===== src/rtl/motor_io.sv =====
// Memory-mapped IO peripheral on the darkriscv data bus that drives motor_driver.
// Holds the control/speed/LED registers, runs the move-N-steps sequencer and tracks position.
module motor_io #(
    parameter logic [31:0] BASE_ADDR   = 32'h10000000,
    parameter int          SPEED_WIDTH = 16,
    parameter int unsigned SPEED_RESET = 75
) (
    input  logic                   clk_in,
    input  logic                   reset_n_in,
    input  logic [31:0]            addr_in,
    input  logic [31:0]            data_in,
    input  logic [3:0]             byte_en_in,
    input  logic                   write_in,
    input  logic                   read_in,
    output logic [31:0]            data_out,
    input  logic                   step_in,
    output logic [SPEED_WIDTH-1:0] speed_out,
    output logic                   step_enable_out,
    output logic                   direction_out,
    output logic                   driver_en_out,
    output logic [7:0]             led_out
);

    localparam logic [5:0] REG_CTRL   = 6'd0;
    localparam logic [5:0] REG_SPEED  = 6'd1;
    localparam logic [5:0] REG_MOVE   = 6'd2;
    localparam logic [5:0] REG_STATUS = 6'd3;
    localparam logic [5:0] REG_POS    = 6'd4;
    localparam logic [5:0] REG_LED    = 6'd5;

    typedef enum logic [1:0] {IDLE, MOVING, DONE} state_t;

    state_t                 state;
    logic [2:0]             ctrl;
    logic [SPEED_WIDTH-1:0] speed;
    logic [31:0]            remaining;
    logic [31:0]            position;
    logic [7:0]             led;
    logic                   done_flag;
    logic                   abort_flag;
    logic                   move_dir;
    logic                   step_q;

    logic        hit;
    logic        wr;
    logic [5:0]  offset;
    logic [31:0] wmask;
    logic [2:0]  ctrl_next;
    logic        ctrl_wr;
    logic        speed_wr;
    logic        move_wr;
    logic        status_wr;
    logic        pos_wr;
    logic        led_wr;
    logic        step_edge;
    logic [31:0] rdata;
    logic        unused_ok;

    assign hit       = (addr_in[31:8] == BASE_ADDR[31:8]);
    assign wr        = write_in & ~read_in & hit;
    assign offset    = addr_in[7:2];
    assign wmask     = {{8{byte_en_in[3]}}, {8{byte_en_in[2]}}, {8{byte_en_in[1]}}, {8{byte_en_in[0]}}};
    assign ctrl_next = (ctrl & ~wmask[2:0]) | (data_in[2:0] & wmask[2:0]);
    assign ctrl_wr   = wr && (offset == REG_CTRL);
    assign speed_wr  = wr && (offset == REG_SPEED);
    assign move_wr   = wr && (offset == REG_MOVE) && (byte_en_in == 4'b1111);
    assign status_wr = wr && (offset == REG_STATUS);
    assign pos_wr    = wr && (offset == REG_POS);
    assign led_wr    = wr && (offset == REG_LED);
    assign step_edge = step_in & ~step_q;
    assign unused_ok = &{1'b0, addr_in[1:0]};

    assign speed_out       = speed;
    assign led_out         = led;
    assign driver_en_out   = ctrl[0];
    assign direction_out   = (state == IDLE) ? ctrl[1] : move_dir;
    assign step_enable_out = (state == MOVING) || ((state == IDLE) && ctrl[0] && ctrl[2]);

    always_comb begin
        rdata = 32'd0;
        if (hit) begin
            case (offset)
                REG_CTRL:   rdata = {29'd0, ctrl};
                REG_SPEED:  rdata = 32'(speed);
                REG_MOVE:   rdata = remaining;
                REG_STATUS: rdata = {29'd0, abort_flag, done_flag, (state == MOVING)};
                REG_POS:    rdata = position;
                REG_LED:    rdata = {24'd0, led};
                default:    rdata = 32'd0;
            endcase
        end
    end

    // Sticky flag sets are written after the W1C clears so a coincident set wins.
    always_ff @(posedge clk_in) begin
        if (!reset_n_in) begin
            state      <= IDLE;
            ctrl       <= 3'd0;
            speed      <= SPEED_WIDTH'(SPEED_RESET);
            remaining  <= 32'd0;
            position   <= 32'd0;
            led        <= 8'd0;
            done_flag  <= 1'b0;
            abort_flag <= 1'b0;
            move_dir   <= 1'b0;
            step_q     <= 1'b0;
            data_out   <= 32'd0;
        end else begin
            step_q <= step_in;
            if (read_in) begin
                data_out <= rdata;
            end
            if (ctrl_wr) begin
                ctrl <= ctrl_next;
            end
            if (speed_wr) begin
                speed <= (speed & ~wmask[SPEED_WIDTH-1:0]) | (data_in[SPEED_WIDTH-1:0] & wmask[SPEED_WIDTH-1:0]);
            end
            if (led_wr) begin
                led <= (led & ~wmask[7:0]) | (data_in[7:0] & wmask[7:0]);
            end
            if (pos_wr) begin
                position <= (position & ~wmask) | (data_in & wmask);
            end else if (step_edge && ctrl[0]) begin
                position <= direction_out ? position - 32'd1 : position + 32'd1;
            end
            if (status_wr) begin
                if (data_in[1]) done_flag <= 1'b0;
                if (data_in[2]) abort_flag <= 1'b0;
            end

            case (state)
                IDLE: begin
                    if (move_wr && (data_in != 32'd0) && ctrl[0]) begin
                        state     <= MOVING;
                        remaining <= data_in;
                        move_dir  <= ctrl[1];
                    end
                end
                MOVING: begin
                    if (ctrl_wr && !ctrl_next[0]) begin
                        state      <= IDLE;
                        remaining  <= 32'd0;
                        abort_flag <= 1'b1;
                    end else if (step_edge) begin
                        if (remaining == 32'd1) begin
                            remaining <= 32'd0;
                            state     <= DONE;
                        end else begin
                            remaining <= remaining - 32'd1;
                        end
                    end
                end
                DONE: begin
                    done_flag <= 1'b1;
                    state     <= IDLE;
                end
                default: state <= IDLE;
            endcase
        end
    end

endmodule


===== config.mk =====
export PLATFORM = sky130hd
export DESIGN_NAME = motor_io
export DESIGN_NICKNAME = d
export VERILOG_FILES = /design/src/rtl/motor_io.sv
export SDC_FILE = /design/constraint.sdc
export NUM_CORES = 1
export LEC_CHECK = 0
export CORE_MARGIN = 1
export CORE_UTILIZATION = 50
export DETAILED_ROUTE_END_ITERATION = 7
export PLACE_DENSITY = 0.75
export SLEW_MARGIN = 25
export SYNTH_ARGS = -nofsm -noshare
export SYNTH_HDL_FRONTEND = slang
export SYNTH_SLANG_ARGS = --single-unit

===== constraint.sdc =====
create_clock -name clk_in -period 8.4 [get_ports clk_in]
set_input_delay 1.68 -clock clk_in [delete_from_list [all_inputs] [get_ports clk_in]]
set_output_delay 1.68 -clock clk_in [all_outputs]
set_load 0.02 [all_outputs]

==> out/metrics.csv, run 1 <==
metric,value,unit
outcome,finished clean,
row count,46,
CTS tree,done,
Setup TNS,0,ps
post-synth cell types,76,
crit path time final,4830,ps
Worst Skew,10.2,ps
leading post-synthesis cells by cell area,"dfxtp_1 31%, ha_1 5.3%, mux2i_1 4.4%",
Final Hold Viols,0,
CP endpoint kind,flip-flop,
Worst Tran Pin Value,973,ps
"Reg clk slew, reported paths",60,ps
Synth top area share,31.3,%
Ys Warns,0,
area of the die,17000,sq um
root buf cell,clkbuf_16,
total I/O pin count,132,
Hold Crit Class,reg -> reg,
fin nets,1203,
FMAX,207,MHz
Rel. slew slack,35.0,%
setup repair bufs after CTS,0,
cts hold-fix bufs,0,
vias in the first global route,7784,
Ant. Diodes,0,
Starting Density,51.6,%
Clock Latency Late Sink,430,ps
crit-path max FO,29,
Tcrit/Tclk final,57.4,%
drt via density,6.32,
P&R area growth vs syn,24.8,%
vias post-DR,8367,
largest area contributor in the netlist,dfxtp_1,
Num CTS Buffers,17,
WHS Path Cells,2,
unrepaired setup endpoints after global routing,no,
Die Y,131,microns
Leakage,0.00399,uW
PwrDens,145,nW/um^2
drt wl/cell,19.5,microns
FF-to-FF Start,state[1],
gpl congestion,0.936,
worst hold slack,514,ps
initial antenna violation count,0,
CTS Buffer Depth,2,
core area,16000,sq um
gate count of the mapped netlist,993,
syn_nets,1102,
final setup vio count,0,
first-pass GRT wire length,40400,microns
Final Power,1500,uW
Pins Over Slew Limit,0,
startpoint types,input pin,
CTS H-tree depth,4,
Async SR Flop Fraction,0,%
Post-DP HPWL,17700,microns
WP data arrival,5190,ps
global route overflow,0,
mapped cell area,8260,sq um
# DRC,0,
worst reg-to-reg setup slack,4060,ps
critical path class,in -> reg,
CTS sink count,129,
"FF+latch count, synth",129,
"EDFF count, synth",0,
worst vdd ir,0.000141,V
First DRT Iteration DRCs,789,
WL final,25800,microns
GRT Resource Usage Total,30.6,%
largest net degree at the start of global routing,80,
Die Wd,131,microns
fin util,64.4,%
layout cell share with drive strength beyond 1,6.68,%
maxcap violations,0,
ys flop type,dfxtp_1,
worst reg2reg path depth,13,
sequential fraction of the synthesis area,31.3,%
syn avg cell area,8.32,sq um
Detailed Routing Iterations Pass 1,6,
CTS resizes,0,
Final ANT Viol Nets,0,
port buffer count,129,
Worst Path Required,8760,ps
critical path: stages:
cell             delay, ps
clkdlybuf4s50_1        400
or3_4                  440
nor3b_1                280
nor2b_4                850
nand3_1                650
nand2_1                540
o221ai_1               200
a21oi_1                150
cell usage after synthesis, types with 20 or more instances:
master	instances
inv_1	48
and2_1	42
o21ai_0	42
ha_1	35
o221ai_1	22
xnor2_1	21
clkbuf_1	39
mux2i_1	36
nor2_1	65
a21oi_1	65
a22oi_1	32
dfxtp_1	129
a221oi_1	29
o22ai_1	36
nand2_1	58
nor3_1	20
nor2b_1	45
area by class of cell:
type | count | area, sq um
multi-input combinational | 755 | 5230
inverter | 48 | 180
clock inverter | 15 | 209
clock buffer | 17 | 425
timing repair buffer | 143 | 1410
tap | 216 | 270
fill | 1405 | 5690
sequential | 129 | 2580
per-stage QoR:
step	instance area (sq um)	std cells	setup slack, ps
final	10300	1323	3570
after global routing	10300	1323	3400
after CTS	10300	1323	3690
after detailed placement	9680	1291	3280
after global placement	9650	1290	3270
after floorplan	8260	993	4720
power breakdown:
group	switching, uW	total, uW	internal [uW]	leakage [uW]
sequential	0.110	612	612	0.00104
combinational	39.7	80.4	40.7	0.00265
clock	306	806	500	0.000300
logic make-up after synthesis:
kind of cell	share of synthesized area, %
fa+ha+maj	5.54
mux	4.36
xor+xnor	4.13
buf+inv	5.56
flops	31.3
compound gates	26.8
simple gates	22.4
worst max path at each step:
stage | startpoint | endpoint | cells past startpoint
after CTS | addr_in[5] | remaining[17] | 10
after global routing | addr_in[5] | flip-flop | 8
after floorplan | state[1] | flip-flop | 13
final | addr_in[5] | flip-flop | 8
after detailed placement | addr_in[5] | remaining[29] | 10
after global placement | addr_in[5] | flip-flop | 8
cell usage in the layout, fill, tap and decap left out, types with 11 or more instances in the layout:
cell / n
dfxtp_1: 129
clkdlybuf4s50_1: 128
nor2_1: 65
a21oi_1: 65
nand2_1: 58
inv_1: 48
nor2b_1: 43
and2_1: 42
o21ai_0: 42
mux2i_1: 36
o22ai_1: 36
ha_1: 35
a22oi_1: 32
a221oi_1: 29
o221ai_1: 22
xnor2_1: 21
nor3_1: 20
nand3_1: 18
xor2_1: 18
nor4_1: 17
clkbuf_16: 17
a21o_1: 13
buf_4: 13
nand4_1: 11
layer usage:
metal / part of all wire (%) / vias to the layer above / track usage (%)
met4: 1.9 / 0 / 10.3
met2: 46 / 396 / 49.2
met3: 7.9 / 47 / 5.25
li1: - / 3926 / -
met5: 0 / - / 0
met1: 44 / 3998 / 41.3
No activity file was read; power rests on OpenSTA's default activity.
==> run 2, diff against run 1 <==
==> constraint.sdc (replaced) <==
create_clock -name clk_in -period 4.88 [get_ports clk_in]
set_input_delay 0.976 -clock clk_in [delete_from_list [all_inputs] [get_ports clk_in]]
set_output_delay 0.976 -clock clk_in [all_outputs]
set_load 0.02 [all_outputs]
==> run 2 against run 1 <==
First-iteration DRC count up 9.8%. Non-clock buffer count up 9. Via count about the same. Routed wire length down 0.36%. Hold slack worse by 6.9 ps. Critical path depth up 6. Clock power up 70%. Utilization up 0.27 points. Power up 71%. Highest routed layer unchanged.
==> out/metrics.csv, run 2 (synthesis gave the netlist of run 1 again) <==
metric,value,unit,change
CP endpoint kind,flip-flop,,unchanged
GRT busiest layer,met2,,unchanged
Worst Tran Pin Value,884,ps,was 973 ps
FMAX,243,MHz,
first-pass GRT wire length,40600,microns,was 40400 microns
Setup TNS,0,ps,unchanged
vias post-DR,8374,,was 8367
CP max stage cell,o311ai_0,,was nor2b_4
worst vdd ir,0.000243,V,was 0.000141 V
Flop pwr share,41.2,%,was 40.8%
core area,16000,sq um,unchanged
First DRT Iteration DRCs,866,,was 789
Clock Power Share,53.4,%,was 53.8%
P&R area growth vs syn,25.3,%,was 24.8%
global route overflow,0,,unchanged
vias in the first global route,7900,,was 7784
Post-DP HPWL,18200,microns,was 17700 microns
GRT Resource Usage Total,30.7,%,was 30.6%
Post-DP Area,9720,sq um,was 9680 sq um
drt wl/cell,19.3,microns,was 19.5 microns
PwrDens,247,nW/um^2,was 145 nW/um^2
GR Util met3,7.00,%,was 5.25%
Num CTS Buffers,17,,unchanged
maxcap violations,0,,unchanged
outcome,finished clean,,unchanged
row count,46,,unchanged
worst reg-to-reg setup slack,770,ps,was 4060 ps
post-route cell area,10400,sq um,was 10300 sq um
initial antenna violation count,0,,unchanged
Leakage,0.00403,uW,was 0.00399 uW
total I/O pin count,132,,unchanged
CP bufs+invs,2,,was 1
gpl congestion,0.910,,was 0.936
"CP delay by family, top",compound AO/OA/AOI/OAI gates,,was simple AND/OR/NAND/NOR gates
CTS H-tree depth,4,,unchanged
M1 GR Usage,40.7,%,was 41.3%
WP data arrival,4460,ps,was 5190 ps
CTS resizes,0,,unchanged
Rel. slew slack,40.3,%,was 35.0%
Die Y,131,microns,unchanged
area of the die,17000,sq um,unchanged
Starting Density,51.6,%,unchanged
max incr delay on CP,810,ps,was 850 ps
startpoint types,flip-flop,,was input pin
# DRC,0,,unchanged
root buf cell,clkbuf_16,,unchanged
Hold Crit Class,reg -> reg,,unchanged
"Reg clk slew, reported paths",60,ps,about the same
most frequent cells in the layout,"129 x dfxtp_1, 128 x clkdlybuf4s50_1, 65 x nor2_1, 65 x a21oi_1, 58 x nand2_1",,unchanged
Worst Path Required,5230,ps,was 8760 ps
Worst Skew,8.83,ps,was 10.2 ps
Pins Over Slew Limit,0,,unchanged
crit path time final,4110,ps,
Clock Latency Late Sink,430,ps,about the same
Die Wd,131,microns,unchanged
CP cell instances,nor2_1 -> mux2i_1 -> inv_1 -> buf_4 -> ha_1 -> o211ai_1 -> o211ai_1 -> and3_1 -> o211ai_2 -> o311ai_0 -> a41o_1 -> a21oi_1 -> mux2i_1 -> a211oi_1,,was clkdlybuf4s50_1 -> or3_4 -> nor3b_1 -> nor2b_4 -> nand3_1 -> nand2_1 -> o221ai_1 -> a21oi_1
Final Hold Viols,0,,unchanged
WL final,25700,microns,was 25800 microns
Detailed Routing Iterations Pass 1,6,,unchanged
layout cell share with drive strength beyond 1,7.26,%,was 6.68%
critical path class,reg -> reg,,was in -> reg
port buffer count,129,,unchanged
net switching fraction of the power,21.5,%,was 23.1%
Tcrit/Tclk final,84.3,%,
internal power,2010,uW,was 1150 uW
setup repair bufs after CTS,0,,unchanged
largest net degree at the start of global routing,70,,was 80
crit-path max FO,22,,was 29
CTS Buffer Depth,2,,unchanged
cts hold-fix bufs,0,,unchanged
final setup vio count,0,,unchanged
drt via density,6.29,,was 6.32
CTS sink count,129,,unchanged
Net Sw Power,549,uW,was 346 uW
fin nets,1212,,was 1203
"most common cell after layout, fill and taps aside",dfxtp_1,,unchanged
M2 GR Usage,46.6,%,was 49.2%
worst hold slack,507,ps,was 514 ps
Ant. Diodes,0,,unchanged
unrepaired setup endpoints after global routing,no,,unchanged
Gate power share,5.3,%,was 5.4%
Final ANT Viol Nets,0,,unchanged
CTS tree,done,,unchanged
==> run 2: cell types whose count changed in the layout (fill, tap and decap cells not counted), sizes merged <==
cell	before	now
buf	15	24
bufinv	4	3
clkbuf	17	24
clkinv	5	3
clkinvlp	3	2
inv	51	48
==> run 2: worst min-delay path, stage by stage, from the launching register on <==
cell and delay [ps]:
dfxtp_1 340, mux2i_1 80, nand2_1 60
==> run 2: final cells by class <==
class	count	area, sq um
Clock buffer	24	512
Clock inverter	8	124
Sequential cell	129	2580
Inverter	48	180
Tap cell	216	270
Fill cell	1428	5650
Multi-Input combinational cell	755	5230
Timing Repair Buffer	152	1460
==> run 2: through the flow <==
stage | instances | power, uW | utilization, % | setup slack, ps
after floorplan | 993 | 1120 | - | 1200
after global placement | 1300 | 1210 | 60.7 | 991
after detailed placement | 1300 | 1210 | 60.7 | 977
after CTS | 1332 | 2560 | 64.7 | 896
after global routing | 1332 | 2620 | 64.7 | 543
final | 1332 | 2560 | 64.7 | 767
==> run 2: final timing paths <==
| path | from | to | cells after the start |
|---|---|---|---|
| max | state[1] | flip-flop | 14 |
| min | flip-flop | flip-flop | 2 |
| max reg2reg | state[1] | flip-flop | 14 |
| min reg2reg | flip-flop | flip-flop | 2 |
==> run 2: routing by layer <==
layer / routed length (microns) / vias to the layer above
li1: - / 3950
met4: 992 / 0
met1: 11200 / 3954
met2: 11400 / 387
met3: 2140 / 83
met5: 0 / -
==> run 2: power groups by stage <==
stage / Combinational [uW] / Clock (uW) / Sequential, uW
5_1_grt: 144 / 1420 / 1050
3_3_place_gp: 134 / 0 / 1080
3_5_place_dp: 134 / 0 / 1080
2_1_floorplan: 43.7 / 0 / 1080
6_report: 136 / 1370 / 1050
4_1_cts: 135 / 1370 / 1050
==> run 3, diff against run 2 <==
--- a/config.mk
+++ b/config.mk
@@ -6,9 +6,9 @@
 export NUM_CORES = 1
 export LEC_CHECK = 0
 export CORE_MARGIN = 1
-export CORE_UTILIZATION = 50
+export CORE_UTILIZATION = 49
 export DETAILED_ROUTE_END_ITERATION = 7
-export PLACE_DENSITY = 0.75
+export PLACE_DENSITY = 0.77
 export SLEW_MARGIN = 25
 export SYNTH_ARGS = -nofsm -noshare
 export SYNTH_HDL_FRONTEND = slang
==> constraint.sdc (replaced) <==
create_clock -name clk_in -period 3.3 [get_ports clk_in]
set_input_delay 0.66 -clock clk_in [delete_from_list [all_inputs] [get_ports clk_in]]
set_output_delay 0.66 -clock clk_in [all_outputs]
set_load 0.02 [all_outputs]
==> run 3 against run 2 <==
The flow now finishes with violations (negative setup slack). Die area rose by 2.0%. Routed wire length is 14% higher. Cell area is 14% higher. Hold slack improved by 15 ps. Via count is 11% higher. Clock power is 45% higher. Count of clock-buffer cells in the layout shrank 5. Global-route usage up 1.9 points. Sequential power up 49%. Non-clock buffer count up 115. Sequential cell count stayed put. Final cell count is 8.8% higher. Critical path type unchanged. Largest power group unchanged. Highest routed layer unchanged.
==> out/metrics.csv, run 3 (synthesis gave the netlist of run 1 again) <==
metric,value,unit,change
Die Y,132,microns,was 131 microns
fin util,71.3,%,was 64.7%
Starting Density,50.0,%,was 51.6%
max incr delay on CP,380,ps,was 810 ps
Rel. slew slack,52.0,%,was 40.3%
most frequent cells in the layout,"128 x clkdlybuf4s50_1, 127 x dfxtp_1, 120 x buf_4",,"was 129 x dfxtp_1, 128 x clkdlybuf4s50_1, 65 x nor2_1, 65 x a21oi_1, 58 x nand2_1"
internal power,2940,uW,was 2010 uW
"CP delay by family, top",compound AO/OA/AOI/OAI gates,,unchanged
Clock Power Share,52.8,%,was 53.4%
vias post-DR,9278,,was 8374
port buffer count,129,,unchanged
GR Util met3,7.00,%,about the same
Detailed Routing Iterations Pass 1,6,,unchanged
area of the die,17400,sq um,was 17000 sq um
CP bufs+invs,5,,was 2
register area,2580,sq um,about the same
Pins Over Slew Limit,0,,unchanged
root buf cell,clkbuf_16,,unchanged
CTS sink count,129,,unchanged
Final WS setup,-233,ps,was 767 ps
Worst Skew,8.08,ps,was 8.83 ps
Num CTS Buffers,17,,unchanged
crit path time final,3530,ps,was 4110 ps
"most common cell after layout, fill and taps aside",clkdlybuf4s50_1,,was dfxtp_1
PwrDens,319,nW/um^2,was 247 nW/um^2
CTS H-tree depth,4,,unchanged
CP endpoint kind,flip-flop,,unchanged
drt via density,6.40,,was 6.29
vias in the first global route,8682,,was 7900
CTS tree,done,,unchanged
CTS Buffer Depth,2,,unchanged
Net Sw Power,821,uW,was 549 uW
multi-input logic area,5700,sq um,was 5230 sq um
Flop pwr share,41.4,%,was 41.2%
Final Hold Viols,0,,unchanged
Clock Latency Late Sink,430,ps,about the same
maxcap violations,0,,unchanged
First DRT Iteration DRCs,1116,,was 866
failing checks,negative setup slack,,
gpl congestion,0.970,,was 0.910
Gate power share,5.8,%,was 5.3%
drt wl/cell,20.3,microns,was 19.3 microns
unrepaired setup endpoints after global routing,yes,,was no
Post-DP HPWL,20000,microns,was 18200 microns
Final Power,3760,uW,was 2560 uW
Worst Tran Pin Value,720,ps,was 884 ps
crit-path max FO,8,,was 22
P&R area growth vs syn,42.7,%,was 25.3%
critical path class,reg -> reg,,unchanged
Die Wd,132,microns,was 131 microns
"Reg clk slew, reported paths",60,ps,about the same
first-pass GRT wire length,45500,microns,was 40600 microns
WL final,29400,microns,was 25700 microns
CP max stage cell,or3_4,,was o311ai_0
FILL cells,1235,,was 1428
total I/O pin count,132,,unchanged
M2 GR Usage,52.2,%,was 46.6%
GRT Resource Usage Total,32.7,%,was 30.7%
Final ANT Viol Nets,0,,unchanged
M1 GR Usage,42.6,%,was 40.7%
Leakage,0.00459,uW,was 0.00403 uW
net switching fraction of the power,21.8,%,was 21.5%
cts hold-fix bufs,0,,unchanged
largest net degree at the start of global routing,57,,was 70
Ant. Diodes,0,,unchanged
Tcrit/Tclk final,107,%,was 84.3%
final setup vio count,11,,was 0
WP data arrival,3890,ps,was 4460 ps
GRT busiest layer,met2,,unchanged
Worst Path Required,3650,ps,was 5230 ps
startpoint types,flip-flop,,unchanged
row count,47,,was 46
outcome,"complete, but fails checks",,was finished clean
FMAX,283,MHz,was 243 MHz
# DRC,0,,unchanged
CP cell instances,nor2_4 -> mux2i_4 -> clkinvlp_4 -> buf_6 -> buf_12 -> buf_12 -> ha_4 -> or3_4 -> o21ai_2 -> a21oi_2 -> o211ai_4 -> buf_6 -> o221a_4 -> o32ai_4 -> xnor2_1 -> or3_1 -> a21oi_1,,was nor2_1 -> mux2i_1 -> inv_1 -> buf_4 -> ha_1 -> o211ai_1 -> o211ai_1 -> and3_1 -> o211ai_2 -> o311ai_0 -> a41o_1 -> a21oi_1 -> mux2i_1 -> a211oi_1
global route overflow,0,,unchanged
fin nets,1327,,was 1212
initial antenna violation count,0,,unchanged
worst vdd ir,0.000371,V,was 0.000243 V
layout cell share with drive strength beyond 1,21.3,%,was 7.26%
core area,16500,sq um,was 16000 sq um
Hold Crit Class,reg -> reg,,unchanged
-- run 3: timing repair --
item	in CTS	in global routing
pin swaps	25	42
gates resized for setup	46	48
buffers inserted	11	11
setup endpoints to repair	11	14
-- run 3: cell type report --
| class | instances | area share, % |
|---|---|---|
| clock buffer | 19 | 3.76 |
| timing repair buffer | 267 | 20.6 |
| clock inverter | 11 | 1.39 |
| sequential | 129 | 21.9 |
| multi-input combinational | 755 | 48.4 |
| inverter | 48 | 1.56 |
| tap | 220 | 2.33 |
-- run 3: stage by stage --
step | worst slack (ps) | hold slack, ps | area, sq um | std cells | TNS, ps
floorplan | -315 | 460 | 8330 | 993 | -2090
global placement | -244 | 489 | 10600 | 1400 | -1200
detailed placement | -290 | 508 | 10600 | 1400 | -1430
CTS | -99.2 | 522 | 11500 | 1441 | -272
global route | -313 | 550 | 11800 | 1449 | -2560
finish | -233 | 522 | 11800 | 1449 | -1290
-- run 3: routing by layer --
metal / wire length, microns / vias up / part of all wire (%)
met2: 13500 / 584 / 46
met3: 2770 / 106 / 9.4
met4: 1160 / 0 / 4.0
li1: - / 4161 / -
met5: 0 / - / 0
met1: 12000 / 4427 / 41
-- run 3: power groups by stage --
stage / registers [uW] / logic [uW] / clock network (uW)
after CTS: 1560 / 215 / 1980
after global placement: 1590 / 213 / 0
after floorplan: 1590 / 64.6 / 0
after detailed placement: 1590 / 214 / 0
final: 1560 / 219 / 1980
after global routing: 1560 / 228 / 2050
-- run 3: final timing paths --
path | startpoint | cells after the start | endpoint | slack, ps
max | state[1] | 17 | flip-flop | -230
min | done_flag | 2 | done_flag | 520
max reg2reg | state[1] | 17 | flip-flop | -230
min reg2reg | done_flag | 2 | done_flag | 520
-- run 3: tightest hold or removal path, stage by stage (launching register included) --
cell and delay, ps:
dfxtp_1 330, a21oi_1 60, nor2b_1 90
